===== config.mk =====
export PLATFORM = sky130hd
export DESIGN_NAME = mcb_cmd_arbiter_flat
export DESIGN_NICKNAME = d
export VERILOG_FILES = /design/src/rtl/mcb_cmd_arbiter_if.sv /design/src/rtl/mcb_cmd_arbiter.sv /design/src/flat_wrapper.sv
export SDC_FILE = /design/constraint.sdc
export NUM_CORES = 1
export LEC_CHECK = 0
export CORE_MARGIN = 3
export CORE_UTILIZATION = 44
export DETAILED_ROUTE_END_ITERATION = 10
export GPL_ROUTABILITY_DRIVEN = 1
export PLACE_DENSITY = 0.95
export SYNTH_ARGS = -nofsm -noshare
export SYNTH_HDL_FRONTEND = slang
export SYNTH_SLANG_ARGS = --single-unit

===== constraint.sdc =====
create_clock -name clk -period 5.5 [get_ports clk]
set_input_delay 1.1 -clock clk [delete_from_list [all_inputs] [get_ports clk]]
set_output_delay 1.1 -clock clk [all_outputs]
set_load 0.005 [all_outputs]

===== src/rtl/mcb_cmd_arbiter_if.sv =====
// Signal bundle for mcb_cmd_arbiter: both requester command ports, the MCB
// command port, FIFO status, counters and the FSM debug view.
interface mcb_cmd_arbiter_if;
  // Handshake: a requester raises *_cmd_valid_in with stable addr/bl and holds
  // them until its one-cycle *_cmd_ack_out; it may change them the cycle after.
  logic        wr_cmd_valid_in;
  logic [29:0] wr_cmd_addr_in;
  logic [5:0]  wr_cmd_bl_in;
  logic        wr_cmd_ack_out;
  logic        rd_cmd_valid_in;
  logic [29:0] rd_cmd_addr_in;
  logic [5:0]  rd_cmd_bl_in;
  logic        rd_cmd_ack_out;
  logic        mcb_cmd_en_out;
  logic [2:0]  mcb_cmd_instr_out;
  logic [5:0]  mcb_cmd_bl_out;
  logic [29:0] mcb_cmd_byte_addr_out;
  logic        mcb_cmd_full_in;
  logic [6:0]  mcb_wr_count_in;
  logic        mcb_rd_pop_in;
  logic [6:0]  rd_outstanding_out;
  logic [15:0] stat_wr_cmds_out;
  logic [15:0] stat_rd_cmds_out;
  logic [1:0]  dbg_state_out;

  modport slave (
    input  wr_cmd_valid_in, wr_cmd_addr_in, wr_cmd_bl_in,
    input  rd_cmd_valid_in, rd_cmd_addr_in, rd_cmd_bl_in,
    input  mcb_cmd_full_in, mcb_wr_count_in, mcb_rd_pop_in,
    output wr_cmd_ack_out, rd_cmd_ack_out,
    output mcb_cmd_en_out, mcb_cmd_instr_out, mcb_cmd_bl_out, mcb_cmd_byte_addr_out,
    output rd_outstanding_out, stat_wr_cmds_out, stat_rd_cmds_out, dbg_state_out
  );

  modport master (
    output wr_cmd_valid_in, wr_cmd_addr_in, wr_cmd_bl_in,
    output rd_cmd_valid_in, rd_cmd_addr_in, rd_cmd_bl_in,
    output mcb_cmd_full_in, mcb_wr_count_in, mcb_rd_pop_in,
    input  wr_cmd_ack_out, rd_cmd_ack_out,
    input  mcb_cmd_en_out, mcb_cmd_instr_out, mcb_cmd_bl_out, mcb_cmd_byte_addr_out,
    input  rd_outstanding_out, stat_wr_cmds_out, stat_rd_cmds_out, dbg_state_out
  );
endinterface


===== src/rtl/mcb_cmd_arbiter.sv =====
// Read-priority arbiter for the shared MCB command port with write-starvation guard.
// Optional command counters are built when MCB_ARB_STATS_EN is defined.
module mcb_cmd_arbiter #(
  parameter int RD_FIFO_DEPTH = 64,
  parameter int WR_STARVE_MAX = 4
) (
  input logic              clk,
  input logic              rst,
  mcb_cmd_arbiter_if.slave bus
);

  typedef enum logic [1:0] {
    S_IDLE  = 2'd0,
    S_ISSUE = 2'd1,
    S_HOLD  = 2'd2
  } state_t;

  localparam int            SW         = $clog2(WR_STARVE_MAX + 1);
  localparam logic [SW-1:0] STARVE_MAX = SW'(WR_STARVE_MAX);
  localparam logic [7:0]    RD_DEPTH8  = 8'(RD_FIFO_DEPTH);
  localparam logic [2:0]    INSTR_WR   = 3'b000;
  localparam logic [2:0]    INSTR_RD   = 3'b001;

  state_t        state, state_nxt;
  logic [SW-1:0] starve_q, starve_nxt;
  logic [6:0]    rd_out_q, rd_out_nxt;
  logic [2:0]    instr_q;
  logic [5:0]    bl_q;
  logic [29:0]   addr_q;
  logic          wr_elig, rd_elig;
  logic          grant_rd, grant_wr;
  logic [7:0]    rd_need;
  logic          rd_issue;

  // Write needs its whole burst already in the MCB write FIFO; read needs
  // room in the read FIFO for its whole burst on top of what is in flight.
  assign wr_elig = bus.wr_cmd_valid_in &&
                   (bus.mcb_wr_count_in >= ({1'b0, bus.wr_cmd_bl_in} + 7'd1));
  assign rd_need = {1'b0, rd_out_q} + {2'b00, bus.rd_cmd_bl_in} + 8'd1;
  assign rd_elig = bus.rd_cmd_valid_in && (rd_need <= RD_DEPTH8);

  always_comb begin
    state_nxt  = state;
    starve_nxt = starve_q;
    grant_rd   = 1'b0;
    grant_wr   = 1'b0;
    case (state)
      S_IDLE: begin
        if (!bus.mcb_cmd_full_in) begin
          if (rd_elig && !((starve_q == STARVE_MAX) && wr_elig)) grant_rd = 1'b1;
          else if (wr_elig)                                     grant_wr = 1'b1;
        end
        if (grant_rd || grant_wr) state_nxt = S_ISSUE;
        if (!bus.wr_cmd_valid_in || grant_wr)
          starve_nxt = '0;
        else if (grant_rd && wr_elig && (starve_q != STARVE_MAX))
          starve_nxt = starve_q + SW'(1);
      end
      S_ISSUE: state_nxt = S_HOLD;
      S_HOLD:  state_nxt = S_IDLE;
      default: state_nxt = S_IDLE;
    endcase
  end

  assign rd_issue = (state == S_ISSUE) && (instr_q == INSTR_RD);

  // Issue and pop in the same cycle both apply; a pop with nothing in flight is dropped.
  always_comb begin
    rd_out_nxt = rd_out_q;
    if (rd_issue) rd_out_nxt = rd_out_nxt + {1'b0, bl_q} + 7'd1;
    if (bus.mcb_rd_pop_in && (rd_out_q != '0)) rd_out_nxt = rd_out_nxt - 7'd1;
  end

  always_ff @(posedge clk) begin
    if (rst) begin
      state    <= S_IDLE;
      starve_q <= '0;
      rd_out_q <= '0;
      instr_q  <= '0;
      bl_q     <= '0;
      addr_q   <= '0;
    end else begin
      state    <= state_nxt;
      starve_q <= starve_nxt;
      rd_out_q <= rd_out_nxt;
      if (grant_rd) begin
        instr_q <= INSTR_RD;
        bl_q    <= bus.rd_cmd_bl_in;
        addr_q  <= bus.rd_cmd_addr_in;
      end else if (grant_wr) begin
        instr_q <= INSTR_WR;
        bl_q    <= bus.wr_cmd_bl_in;
        addr_q  <= bus.wr_cmd_addr_in;
      end
    end
  end

  assign bus.mcb_cmd_en_out        = (state == S_ISSUE);
  assign bus.wr_cmd_ack_out        = (state == S_ISSUE) && (instr_q == INSTR_WR);
  assign bus.rd_cmd_ack_out        = rd_issue;
  assign bus.mcb_cmd_instr_out     = instr_q;
  assign bus.mcb_cmd_bl_out        = bl_q;
  assign bus.mcb_cmd_byte_addr_out = addr_q;
  assign bus.rd_outstanding_out    = rd_out_q;
  assign bus.dbg_state_out         = state;

`ifdef MCB_ARB_STATS_EN
  logic [15:0] stat_wr_q, stat_rd_q;

  always_ff @(posedge clk) begin
    if (rst) begin
      stat_wr_q <= '0;
      stat_rd_q <= '0;
    end else if (state == S_ISSUE) begin
      if (instr_q == INSTR_RD) stat_rd_q <= stat_rd_q + 16'd1;
      else                     stat_wr_q <= stat_wr_q + 16'd1;
    end
  end

  assign bus.stat_wr_cmds_out = stat_wr_q;
  assign bus.stat_rd_cmds_out = stat_rd_q;
`else
  assign bus.stat_wr_cmds_out = '0;
  assign bus.stat_rd_cmds_out = '0;
`endif

endmodule


===== src/flat_wrapper.sv =====
// flat-port wrapper written by rule: the top's interface ports become plain ports
module mcb_cmd_arbiter_flat 
#(
  parameter int RD_FIFO_DEPTH = 64,
  parameter int WR_STARVE_MAX = 4
)
  (clk, rst, bus_wr_cmd_valid_in, bus_wr_cmd_addr_in, bus_wr_cmd_bl_in, bus_rd_cmd_valid_in, bus_rd_cmd_addr_in, bus_rd_cmd_bl_in, bus_mcb_cmd_full_in, bus_mcb_wr_count_in, bus_mcb_rd_pop_in, bus_wr_cmd_ack_out, bus_rd_cmd_ack_out, bus_mcb_cmd_en_out, bus_mcb_cmd_instr_out, bus_mcb_cmd_bl_out, bus_mcb_cmd_byte_addr_out, bus_rd_outstanding_out, bus_stat_wr_cmds_out, bus_stat_rd_cmds_out, bus_dbg_state_out);
  mcb_cmd_arbiter_if bus_i ();
  input logic clk;
  input logic rst;
  input wire logic [$bits(bus_i.wr_cmd_valid_in)-1:0] bus_wr_cmd_valid_in;
  input wire logic [$bits(bus_i.wr_cmd_addr_in)-1:0] bus_wr_cmd_addr_in;
  input wire logic [$bits(bus_i.wr_cmd_bl_in)-1:0] bus_wr_cmd_bl_in;
  input wire logic [$bits(bus_i.rd_cmd_valid_in)-1:0] bus_rd_cmd_valid_in;
  input wire logic [$bits(bus_i.rd_cmd_addr_in)-1:0] bus_rd_cmd_addr_in;
  input wire logic [$bits(bus_i.rd_cmd_bl_in)-1:0] bus_rd_cmd_bl_in;
  input wire logic [$bits(bus_i.mcb_cmd_full_in)-1:0] bus_mcb_cmd_full_in;
  input wire logic [$bits(bus_i.mcb_wr_count_in)-1:0] bus_mcb_wr_count_in;
  input wire logic [$bits(bus_i.mcb_rd_pop_in)-1:0] bus_mcb_rd_pop_in;
  output wire logic [$bits(bus_i.wr_cmd_ack_out)-1:0] bus_wr_cmd_ack_out;
  output wire logic [$bits(bus_i.rd_cmd_ack_out)-1:0] bus_rd_cmd_ack_out;
  output wire logic [$bits(bus_i.mcb_cmd_en_out)-1:0] bus_mcb_cmd_en_out;
  output wire logic [$bits(bus_i.mcb_cmd_instr_out)-1:0] bus_mcb_cmd_instr_out;
  output wire logic [$bits(bus_i.mcb_cmd_bl_out)-1:0] bus_mcb_cmd_bl_out;
  output wire logic [$bits(bus_i.mcb_cmd_byte_addr_out)-1:0] bus_mcb_cmd_byte_addr_out;
  output wire logic [$bits(bus_i.rd_outstanding_out)-1:0] bus_rd_outstanding_out;
  output wire logic [$bits(bus_i.stat_wr_cmds_out)-1:0] bus_stat_wr_cmds_out;
  output wire logic [$bits(bus_i.stat_rd_cmds_out)-1:0] bus_stat_rd_cmds_out;
  output wire logic [$bits(bus_i.dbg_state_out)-1:0] bus_dbg_state_out;
  assign bus_i.wr_cmd_valid_in = bus_wr_cmd_valid_in;
  assign bus_i.wr_cmd_addr_in = bus_wr_cmd_addr_in;
  assign bus_i.wr_cmd_bl_in = bus_wr_cmd_bl_in;
  assign bus_i.rd_cmd_valid_in = bus_rd_cmd_valid_in;
  assign bus_i.rd_cmd_addr_in = bus_rd_cmd_addr_in;
  assign bus_i.rd_cmd_bl_in = bus_rd_cmd_bl_in;
  assign bus_i.mcb_cmd_full_in = bus_mcb_cmd_full_in;
  assign bus_i.mcb_wr_count_in = bus_mcb_wr_count_in;
  assign bus_i.mcb_rd_pop_in = bus_mcb_rd_pop_in;
  assign bus_wr_cmd_ack_out = bus_i.wr_cmd_ack_out;
  assign bus_rd_cmd_ack_out = bus_i.rd_cmd_ack_out;
  assign bus_mcb_cmd_en_out = bus_i.mcb_cmd_en_out;
  assign bus_mcb_cmd_instr_out = bus_i.mcb_cmd_instr_out;
  assign bus_mcb_cmd_bl_out = bus_i.mcb_cmd_bl_out;
  assign bus_mcb_cmd_byte_addr_out = bus_i.mcb_cmd_byte_addr_out;
  assign bus_rd_outstanding_out = bus_i.rd_outstanding_out;
  assign bus_stat_wr_cmds_out = bus_i.stat_wr_cmds_out;
  assign bus_stat_rd_cmds_out = bus_i.stat_rd_cmds_out;
  assign bus_dbg_state_out = bus_i.dbg_state_out;
  mcb_cmd_arbiter #(.RD_FIFO_DEPTH(RD_FIFO_DEPTH), .WR_STARVE_MAX(WR_STARVE_MAX)) u_core (.clk(clk), .rst(rst), .bus(bus_i));
endmodule

==> flow_summary_export.csv, run 1 <==
group,metric,value,unit
timing,hold_ws,499,ps
critical_path,r2r-start,"u_core.bus.rd_outstanding_out[5]$_SDFF_PP0_",
power,fin_total_pwr,1.36,mW
min_path,hold_path.class,"reg2reg",
finish,num-fill-cells,583,
finish,multiInputGateArea,1970,µm²
floorplan,fp.dieArea,8510,µm²
power,ir_worst_vdd,0.209,mV
detailed_routing,wl,9.95,mm
floorplan,boundaryPins,168,
critical_path,crit_arrival,4250,ps
critical_path,critPathMaxStageDelay,620,ps
min_path,holdPathStages,1,
detailed_routing,vias_per_cell,5.59,
synthesis,synth-main-ff-cell,"dfxtp_1",
run_status,status,"finished clean",
global_routing,grt_pass1_wl,16.0,mm
critical_path,critical_path_peak_fanout,39,
timing,drv_slew,0,
timing,fin_crit_sh,74.0,%
finish,ff_latch_area,981,µm²
synthesis,synth_edf_count,0,
clock_network,cts_max_path_buffers,2,
detailed_routing,vias,3203,
critical_path,crit_chain,"clkdlybuf4s50_1 > ha_1 > or4_1 > nor2_1 > o311a_1 > maj3_2 > a211oi_4 > buf_4 > a221o_1",
finish,diodes,0,
timing,finalHoldViolCount,0,
synthesis,yosysWarnings,0,
synthesis,syn_avg_cell_area,9.25,µm²
global_routing,grt_pass1_vias,3209,
synthesis,ys_types,52,
critical_path,worstSetupEndpointType,"register",
power,power_leakage,1.90,nW
floorplan,die_x,92.3,µm
timing,fin_tns_setup,0,ps
timing,timing.fmax,246,MHz
global_routing,gr-usage-all-layers,22.8,%
global_routing,overflow,0,
critical_path,r2r_slack,2310,ps
global_routing,antenna_found_initial,0,
detailed_routing,ant_nets,0,
critical_path,reg2reg_depth,8,
floorplan,rows,30,
clock_network,worstSkewPairLatency,300,ps
clock_network,hold_buffers,0,
placed_design,pre_cts_ws,1160,ps
power,p_per_area,297,nW/µm²
timing,setup_viol,0,
clock_network,htree_levels,2,
floorplan,initial_utilization,46.6,%
clock_network,clk_pin_slew_worst_paths,100,ps
clock_network,cts-root-buf,"clkbuf_8",
placed_design,place_hpwl,7.82,mm
synthesis,syn_inst,354,
timing,rsz0062_at_grt,"false",
finish,area_delta_synth_final,40.0,%
synthesis,async_flop_share,0,%
clock_network,post_cts_resized,0,
critical_path,criticalPathCategory,"in2reg",
floorplan,coreArea,7020,µm²
clock_network,cts_buffers,5,
timing,max-slew-margin-rel,42.5,%
timing,worst_pin_slew,859,ps
critical_path,cp-start-kind,"input port",
run,maxCapViolCount,0,
placed_design,io_buffers,133,
clock_network,cts_tree,"done",
clock_network,clock_sinks,49,
critical_path,cp_slowest_cell,"maj3_2",
clock_network,post_cts_buffers,0,
timing,fin_skew,10.2,ps
timing,worst_slack,1430,ps
finish,final_nets,585,
detailed_routing,first_pass_iters,4,
critical_path,crit_required,5690,ps
detailed_routing,wl_per_cell,17.4,µm
timing,post-route-min-period,4070,ps
floorplan,die_y,92.3,µm
min_path,whs_endpoint,"u_core.bus.mcb_cmd_byte_addr_out[14]$_SDFFE_PP0P_",
detailed_routing,initialDrtViolationCount,172,
finish,layout-drive-gt1-share,3.98,%
synthesis,synth-seq-cells,49,
synthesis,netlist_area,3270,µm²
placed_design,place.gp.congestion,0.859,
global_routing,grt_max_degree,40,
critical_path,r2r_end,"u_core.bus.mcb_cmd_byte_addr_out[24]$_SDFFE_PP0P_",
min_path,min-delay-start,"u_core.bus.mcb_cmd_byte_addr_out[14]$_SDFFE_PP0P_",
detailed_routing,drc,0,
synthesis,synth.yosys.seq_area_share,30.0,%
how the worst max path moves through the flow:
| stage | startpoint | end | slack (ps) | cells after the start |
|---|---|---|---|---|
| 2_1_floorplan | bus_wr_cmd_bl_in[0] | u_core.bus.mcb_cmd_bl_out[2]$_SDFFE_PP0P_ | 2120 | 13 |
| 3_3_place_gp | bus_rd_cmd_bl_in[5] | u_core.bus.mcb_cmd_byte_addr_out[28]$_SDFFE_PP0P_ | 1240 | 9 |
| 3_5_place_dp | bus_wr_cmd_bl_in[0] | u_core.bus.mcb_cmd_byte_addr_out[24]$_SDFFE_PP0P_ | 1160 | 13 |
| 4_1_cts | bus_wr_cmd_bl_in[0] | u_core.bus.mcb_cmd_byte_addr_out[24]$_SDFFE_PP0P_ | 1470 | 13 |
| 5_1_grt | bus_wr_cmd_bl_in[0] | u_core.bus.mcb_cmd_byte_addr_out[24]$_SDFFE_PP0P_ | 1170 | 13 |
| 6_report | bus_rd_cmd_bl_in[5] | u_core.bus.mcb_cmd_byte_addr_out[24]$_SDFFE_PP0P_ | 1430 | 9 |
worst max-delay path, delay by kind of cell:
| kind | cells | cell delay, ps |
|---|---|---|
| adders and majority gates | 2 | 910 |
| buffers and inverters | 2 | 820 |
| AOI/OAI and AO/OA | 3 | 740 |
| and+or+nand+nor | 2 | 670 |
per-layer routing:
metal	wire length, µm	vias up	global-route usage [%]
met5	0	-	0
met4	137	0	5.07
met3	734	15	5.33
met2	5220	131	41.5
met1	3860	1526	27.1
li1	-	1531	-
where the power goes:
part	internal (mW)	switching, mW	total [mW]
clock network	0.0928	0.133	0.226
registers	0.418	0.0614	0.480
logic	0.336	0.319	0.655
total	0.847	0.513	1.36
synth_stat cells, types with 8 or more instances:
cell type	instances	area [µm²]
dfxtp_1	49	981
buf_4	34	255
a221o_1	33	330
and4_1	30	263
ha_1	23	288
inv_1	17	63.8
nor2_1	16	60.1
nor3_1	14	70.1
a21oi_1	13	65.1
clkbuf_1	10	37.5
nand2_1	8	30.0
o21ai_0	8	40.0
layout make-up:
cell class / instances / area share, %
Clock buffer: 5 / 1.50
Clock inverter: 3 / 0.573
Inverter: 17 / 1.39
Multi-Input combinational cell: 267 / 43.0
Sequential cell: 49 / 21.4
Tap cell: 96 / 2.62
Timing Repair Buffer: 136 / 29.5
registers in the layout (all words and copies together), names as in the netlist:
name and count:
u_core.bus.mcb_cmd_bl_out 6, u_core.bus.dbg_state_out 2, u_core.bus.mcb_cmd_instr_out 1, u_core.starve_q 3, u_core.bus.rd_outstanding_out 7, u_core.bus.mcb_cmd_byte_addr_out 30
cell usage in the layout (no fill, tap or decap), drive strengths merged, types with 2 or more instances in the layout:
master	count
a221o	33
buf	3
nand3	6
a211oi	8
nor2	17
nor3	14
inv	18
nand2	8
ha	23
xor2	7
clkbuf	5
o2111a	2
conb	34
o31ai	2
nor2b	3
a21boi	2
nand4	5
xnor2	4
and4	30
maj3	2
o21a	7
o311ai	2
nor4	4
mux2i	4
a21oi	14
dfxtp	49
clkinvlp	2
nand2b	6
o21ai	9
and3	6
clkdlybuf4s50	133
kinds of logic (layout without fill, tap and decap cells):
| logic type | Yosys count | count (layout) | share of synthesized area (%) |
|---|---|---|---|
| buf+inv | 71 | 161 | 13.8 |
| mux | 5 | 5 | 1.57 |
| compound gates | 86 | 86 | 21.5 |
| flops | 49 | 49 | 30.0 |
| xor+xnor | 11 | 11 | 2.94 |
| simple gates | 105 | 105 | 20.1 |
| fa+ha+maj | 26 | 26 | 10.0 |
| other cells | 1 | 34 | 0.115 |
through the flow:
| step | util [%] | std cells | instance area [µm²] |
|---|---|---|---|
| after floorplan | - | 387 | 3400 |
| after global placement | 64.0 | 565 | 4490 |
| after detailed placement | 64.0 | 565 | 4490 |
| after CTS | 65.3 | 573 | 4580 |
| after global routing | 65.3 | 573 | 4580 |
| final | 65.3 | 573 | 4580 |
Power figures use the tool's default switching activity.
==> run 2, diff against run 1 <==
Settings changed: CORE_UTILIZATION 44 to 41, PLACE_DENSITY 0.95 to 0.91.
Clock period 5.5 ns to 4.2 ns, I/O delays scaled along.
==> run 2 against run 1 <==
  * Setup slack worse by 940 ps
  * Non-clock buffer count increased by 12
  * Power is 32% higher
  * Utilization down 2.7 points
  * First-iteration DRC count fell by 17%
  * Via count is 0.94% higher
  * Register-to-register slack worse by 1200 ps
  * Flip-flop and latch count did not move
==> flow_summary_export.csv, run 2 (synthesized netlist as in run 1, its figures left out) <==
group,metric,value,unit
critical_path,critPathTopFamily,"compound AO/OA/AOI/OAI gates",
clock_network,htree_levels,2,
detailed_routing,vias,3233,
detailed_routing,initialDrtViolationCount,143,
timing,worst_pin_slew,746,ps
clock_network,worstSkewPairLatency,300,ps
run_status,status,"finished clean",
run,maxCapViolCount,0,
timing,setup_viol,0,
timing,max-slew-margin-rel,50.2,%
critical_path,critical_path_peak_fanout,27,
power,power_leakage,1.96,nW
timing,rsz0062_at_grt,"false",
detailed_routing,drc,0,
global_routing,overflow,0,
global_routing,grt_max_degree,39,
floorplan,fp.dieArea,9090,µm²
floorplan,die_x,95.4,µm
power,ir_worst_vdd,0.303,mV
clock_network,cts_max_path_buffers,2,
timing,timing.fmax,270,MHz
finish,area_delta_synth_final,43.1,%
detailed_routing,wl,9.98,mm
placed_design,place.gp.congestion,0.836,
detailed_routing,first_pass_iters,6,
min_path,hold_path.class,"reg2reg",
clock_network,clock_sinks,49,
critical_path,criticalPathCategory,"in2reg",
global_routing,grt_pass1_wl,15.4,mm
timing,drv_slew,0,
global_routing,gr-usage-all-layers,21.0,%
critical_path,worstSetupEndpointType,"register",
floorplan,coreArea,7490,µm²
timing,fin_skew,10.5,ps
power,p_per_area,384,nW/µm²
finish,layout_commonest_cell,"clkdlybuf4s50_1",
finish,layout-drive-gt1-share,6.34,%
placed_design,place_hpwl,7.81,mm
global_routing,antenna_found_initial,0,
timing,finalHoldViolCount,0,
finish,largest_reg_flops,30,
detailed_routing,vias_per_cell,5.50,
placed_design,io_buffers,133,
critical_path,crit_arrival,3950,ps
floorplan,rows,31,
placed_design,dpl_cell_area,4580,µm²
power,fin_total_pwr,1.80,mW
critical_path,crit_chain,"clkdlybuf4s50_1 > ha_1 > nand3_1 > or2_2 > ha_1 > o21ai_0 > nor2_1 > o21a_1 > nand4_1 > and3_1 > a21oi_4 > buf_4 > a221o_1",
detailed_routing,wl_per_cell,17.0,µm
clock_network,cts_tree,"done",
detailed_routing,ant_nets,0,
critical_path,cp_slowest_cell,"a21oi_4",
clock_network,post_cts_buffers,0,
clock_network,hold_buffers,0,
clock_network,cts_buffers,5,
finish,final_nets,597,
clock_network,clk_pin_slew_worst_paths,110,ps
critical_path,crit_top_cell,"ha_1",
floorplan,boundaryPins,168,
clock_network,cts-root-buf,"clkbuf_8",
critical_path,cp-start-kind,"input port",
finish,design_area,4680,µm²
finish,final_cell_mix,"clkdlybuf4s50_1 (133), dfxtp_1 (49), conb_1 (34)",
global_routing,grt_pass1_vias,3191,
floorplan,die_y,95.4,µm
critical_path,crit_buf_inv,2,
critical_path,crit_required,4450,ps
finish,diodes,0,
timing,fin_crit_sh,88.2,%
critical_path,critPathMaxStageDelay,620,ps
floorplan,initial_utilization,43.7,%
timing,post-route-min-period,3700,ps
## run 2: worst paths after layout
check,from,to,slack [ps],cells past startpoint
max,bus_wr_cmd_bl_in[0],u_core.bus.mcb_cmd_bl_out[4]$_SDFFE_PP0P_,500,13
min,u_core.bus.mcb_cmd_byte_addr_out[24]$_SDFFE_PP0P_,u_core.bus.mcb_cmd_byte_addr_out[24]$_SDFFE_PP0P_,500,1
max reg2reg,u_core.bus.rd_outstanding_out[5]$_SDFF_PP0_,u_core.bus.mcb_cmd_byte_addr_out[22]$_SDFFE_PP0P_,1150,9
min reg2reg,u_core.bus.mcb_cmd_byte_addr_out[24]$_SDFFE_PP0P_,u_core.bus.mcb_cmd_byte_addr_out[24]$_SDFFE_PP0P_,500,1
## run 2: report_power, final
part | total, mW | leakage, nW | internal (mW) | switching, mW
registers | 0.627 | 0.401 | 0.548 | 0.0792
clock network | 0.299 | 0.0447 | 0.121 | 0.178
logic | 0.874 | 1.52 | 0.455 | 0.419
## run 2: timing repair
item / CTS / global route
hold endpoints to repair: 0 / 0
gates resized for setup: 0 / 1
endpoints found under the setup margin: 0 / 5
## run 2: metrics by stage
step | worst slack [ps] | setup TNS (ps) | util, % | hold slack [ps] | instances
6_report | 496 | 0 | 62.6 | 497 | 588
2_1_floorplan | 1080 | 0 | - | 466 | 387
3_5_place_dp | -143 | -794 | 61.2 | 467 | 580
5_1_grt | 319 | 0 | 62.6 | 509 | 588
3_3_place_gp | -13.3 | -63.9 | 61.2 | 467 | 580
4_1_cts | 167 | 0 | 62.5 | 501 | 588
## run 2: layer usage
layer | global-route usage (%) | share of wire [%] | vias to the layer above
met3 | 4.34 | 8.4 | 6
met5 | 0 | 0 | -
met2 | 38.2 | 52 | 138
li1 | - | - | 1556
met1 | 25.8 | 39 | 1533
met4 | 3.37 | 0.79 | 0
## run 2: area by class of cell
type	instances	area, µm²
Tap cell	99	124
Clock inverter	3	25.0
Multi-Input combinational cell	267	1980
Fill cell	637	2800
Sequential cell	49	981
Inverter	17	63.8
Timing Repair Buffer	148	1440
Clock buffer	5	68.8
==> run 3, diff against run 2 <==
Settings changed: CORE_UTILIZATION 41 to 55, DONT_BUFFER_PORTS from default to 1, PLACE_DENSITY 0.91 to 0.79.
==> run 3 against run 2 <==
  * Critical path depth down 1
  * Clock skew is 7.2 ps lower
  * First-iteration DRC count grew 14%
  * Sequential power grew 3.2%
  * Final area fell by 31%
  * Maximum frequency grew 9.8%
  * Register-to-register slack got worse by 150 ps
==> flow_summary_export.csv, run 3 (synthesized netlist as in run 1, its figures left out) <==
group,metric,value,unit
clock_network,cts-root-buf,"clkbuf_8",
critical_path,crit_start,"bus_wr_cmd_bl_in[0]",
timing,worst_slack,825,ps
finish,largest_reg_flops,30,
clock_network,post_cts_resized,0,
detailed_routing,vias_per_cell,6.34,
floorplan,fp.dieArea,6920,µm²
global_routing,overflow,0,
floorplan,coreArea,5640,µm²
finish,final_cell_mix,"dfxtp_1 (49), conb_1 (34), a221o_1 (33)",
floorplan,die_y,83.2,µm
global_routing,grt_max_degree,39,
timing,timing.fmax,296,MHz
critical_path,cp-start-kind,"input port",
placed_design,place.gp.congestion,0.867,
finish,final_nets,454,
detailed_routing,initialDrtViolationCount,163,
placed_design,pre_cts_ws,541,ps
clock_network,hold_buffers,0,
global_routing,gr-usage-all-layers,21.8,%
timing,max-slew-margin-rel,33.1,%
placed_design,place_hpwl,6.04,mm
finish,layout_commonest_cell,"dfxtp_1",
critical_path,crit_arrival,3630,ps
global_routing,grt_pass1_vias,2402,
finish,diodes,0,
timing,setup_viol,0,
clock_network,cts_buffers,5,
timing,drv_slew,0,
power,p_per_area,476,nW/µm²
finish,layout-drive-gt1-share,6.07,%
detailed_routing,drc,0,
min_path,min-delay-start,"u_core.starve_q[0]$_SDFFE_PP0P_",
clock_network,post_cts_buffers,0,
timing,worst_pin_slew,1000,ps
finish,final_util,57.4,%
clock_network,clk_pin_slew_worst_paths,100,ps
detailed_routing,vias,2651,
critical_path,crit_required,4450,ps
min_path,hold_path.class,"reg2reg",
finish,num-fill-cells,515,
timing,finalHoldViolCount,0,
timing,fin_tns_setup,0,ps
clock_network,cts_max_path_buffers,2,
detailed_routing,wl_per_cell,18.9,µm
floorplan,initial_utilization,58.0,%
timing,fin_skew,3.30,ps
critical_path,critical_path_peak_fanout,21,
run_status,status,"finished clean",
clock_network,worstSkewPairLatency,300,ps
floorplan,die_x,83.2,µm
detailed_routing,wl,7.89,mm
floorplan,rows,27,
placed_design,io_buffers,0,
power,power_leakage,1.41,nW
critical_path,worstSetupEndpointType,"register",
timing,rsz0062_at_grt,"false",
clock_network,htree_levels,2,
clock_network,clock_sinks,49,
power,fin_total_pwr,1.54,mW
critical_path,r2r-start,"u_core.bus.rd_outstanding_out[0]$_SDFF_PP0_",
global_routing,antenna_found_initial,0,
finish,area_delta_synth_final,-1.15,%
clock_network,cts_tree,"done",
timing,fin_crit_sh,80.4,%
power,ir_worst_vdd,0.263,mV
placed_design,dp.cells,410,
detailed_routing,ant_nets,0,
critical_path,criticalPathCategory,"in2reg",
run,maxCapViolCount,0,
finish,fin_cells,418,
global_routing,grt_pass1_wl,12.6,mm
floorplan,boundaryPins,168,
detailed_routing,first_pass_iters,4,
timing,post-route-min-period,3380,ps
==> run 3: changes by cell type in the layout (fill, tap and decap cells not counted), sizes merged <==
cell / before / now
buf: 15 / 5
clkdlybuf4s50: 133 / 0
clkinv: 1 / 0
inv: 18 / 19
==> run 3: metal layers <==
metal / up-vias / share of wire (%) / GRT usage (%)
met4: 0 / 1.6 / 6.39
met1: 1234 / 41 / 27.7
li1: 1274 / - / -
met5: - / 0 / 0
met3: 15 / 9.3 / 7.74
met2: 128 / 48 / 34.9
==> run 3: cell type report <==
cell class	instances	area [µm²]	share of cell area (%)
Timing Repair Buffer	5	37.5	1.16
Clock inverter	3	25.0	0.773
Multi-Input combinational cell	267	1970	60.9
Inverter	17	63.8	1.97
Sequential cell	49	981	30.3
Clock buffer	5	68.8	2.13
Tap cell	72	90.1	2.78
==> run 3: stage by stage <==
step	area (µm²)	hold slack (ps)
5_1_grt	3240	533
6_report	3240	493
4_1_cts	3240	494
2_1_floorplan	3400	466
3_3_place_gp	3140	479
3_5_place_dp	3140	480
==> run 3: final timing paths <==
check                                                 endpoint  slack [ps]  cells after the start
max          u_core.bus.mcb_cmd_byte_addr_out[15]$_SDFFE_PP0P_         820                     12
min                            u_core.starve_q[0]$_SDFFE_PP0P_         490                      2
max reg2reg  u_core.bus.mcb_cmd_byte_addr_out[15]$_SDFFE_PP0P_        1000                     10
min reg2reg                    u_core.starve_q[0]$_SDFFE_PP0P_         490                      2
==> run 3: critical path: stages <==
cell     delay [ps]
ha_1            160
nand3_1         110
or2_2           310
ha_1            270
o21ai_0          70
nor2_1          140
o21a_1          150
nand4_1         110
and3_1          230
a21oi_2         760
buf_4           320
a221o_1         160
==> run 3: power breakdown <==
| group | total (mW) | switching, mW | internal (mW) |
|---|---|---|---|
| registers | 0.647 | 0.0988 | 0.548 |
| logic | 0.600 | 0.349 | 0.251 |
| clock network | 0.293 | 0.171 | 0.122 |
| total | 1.54 | 0.620 | 0.920 |
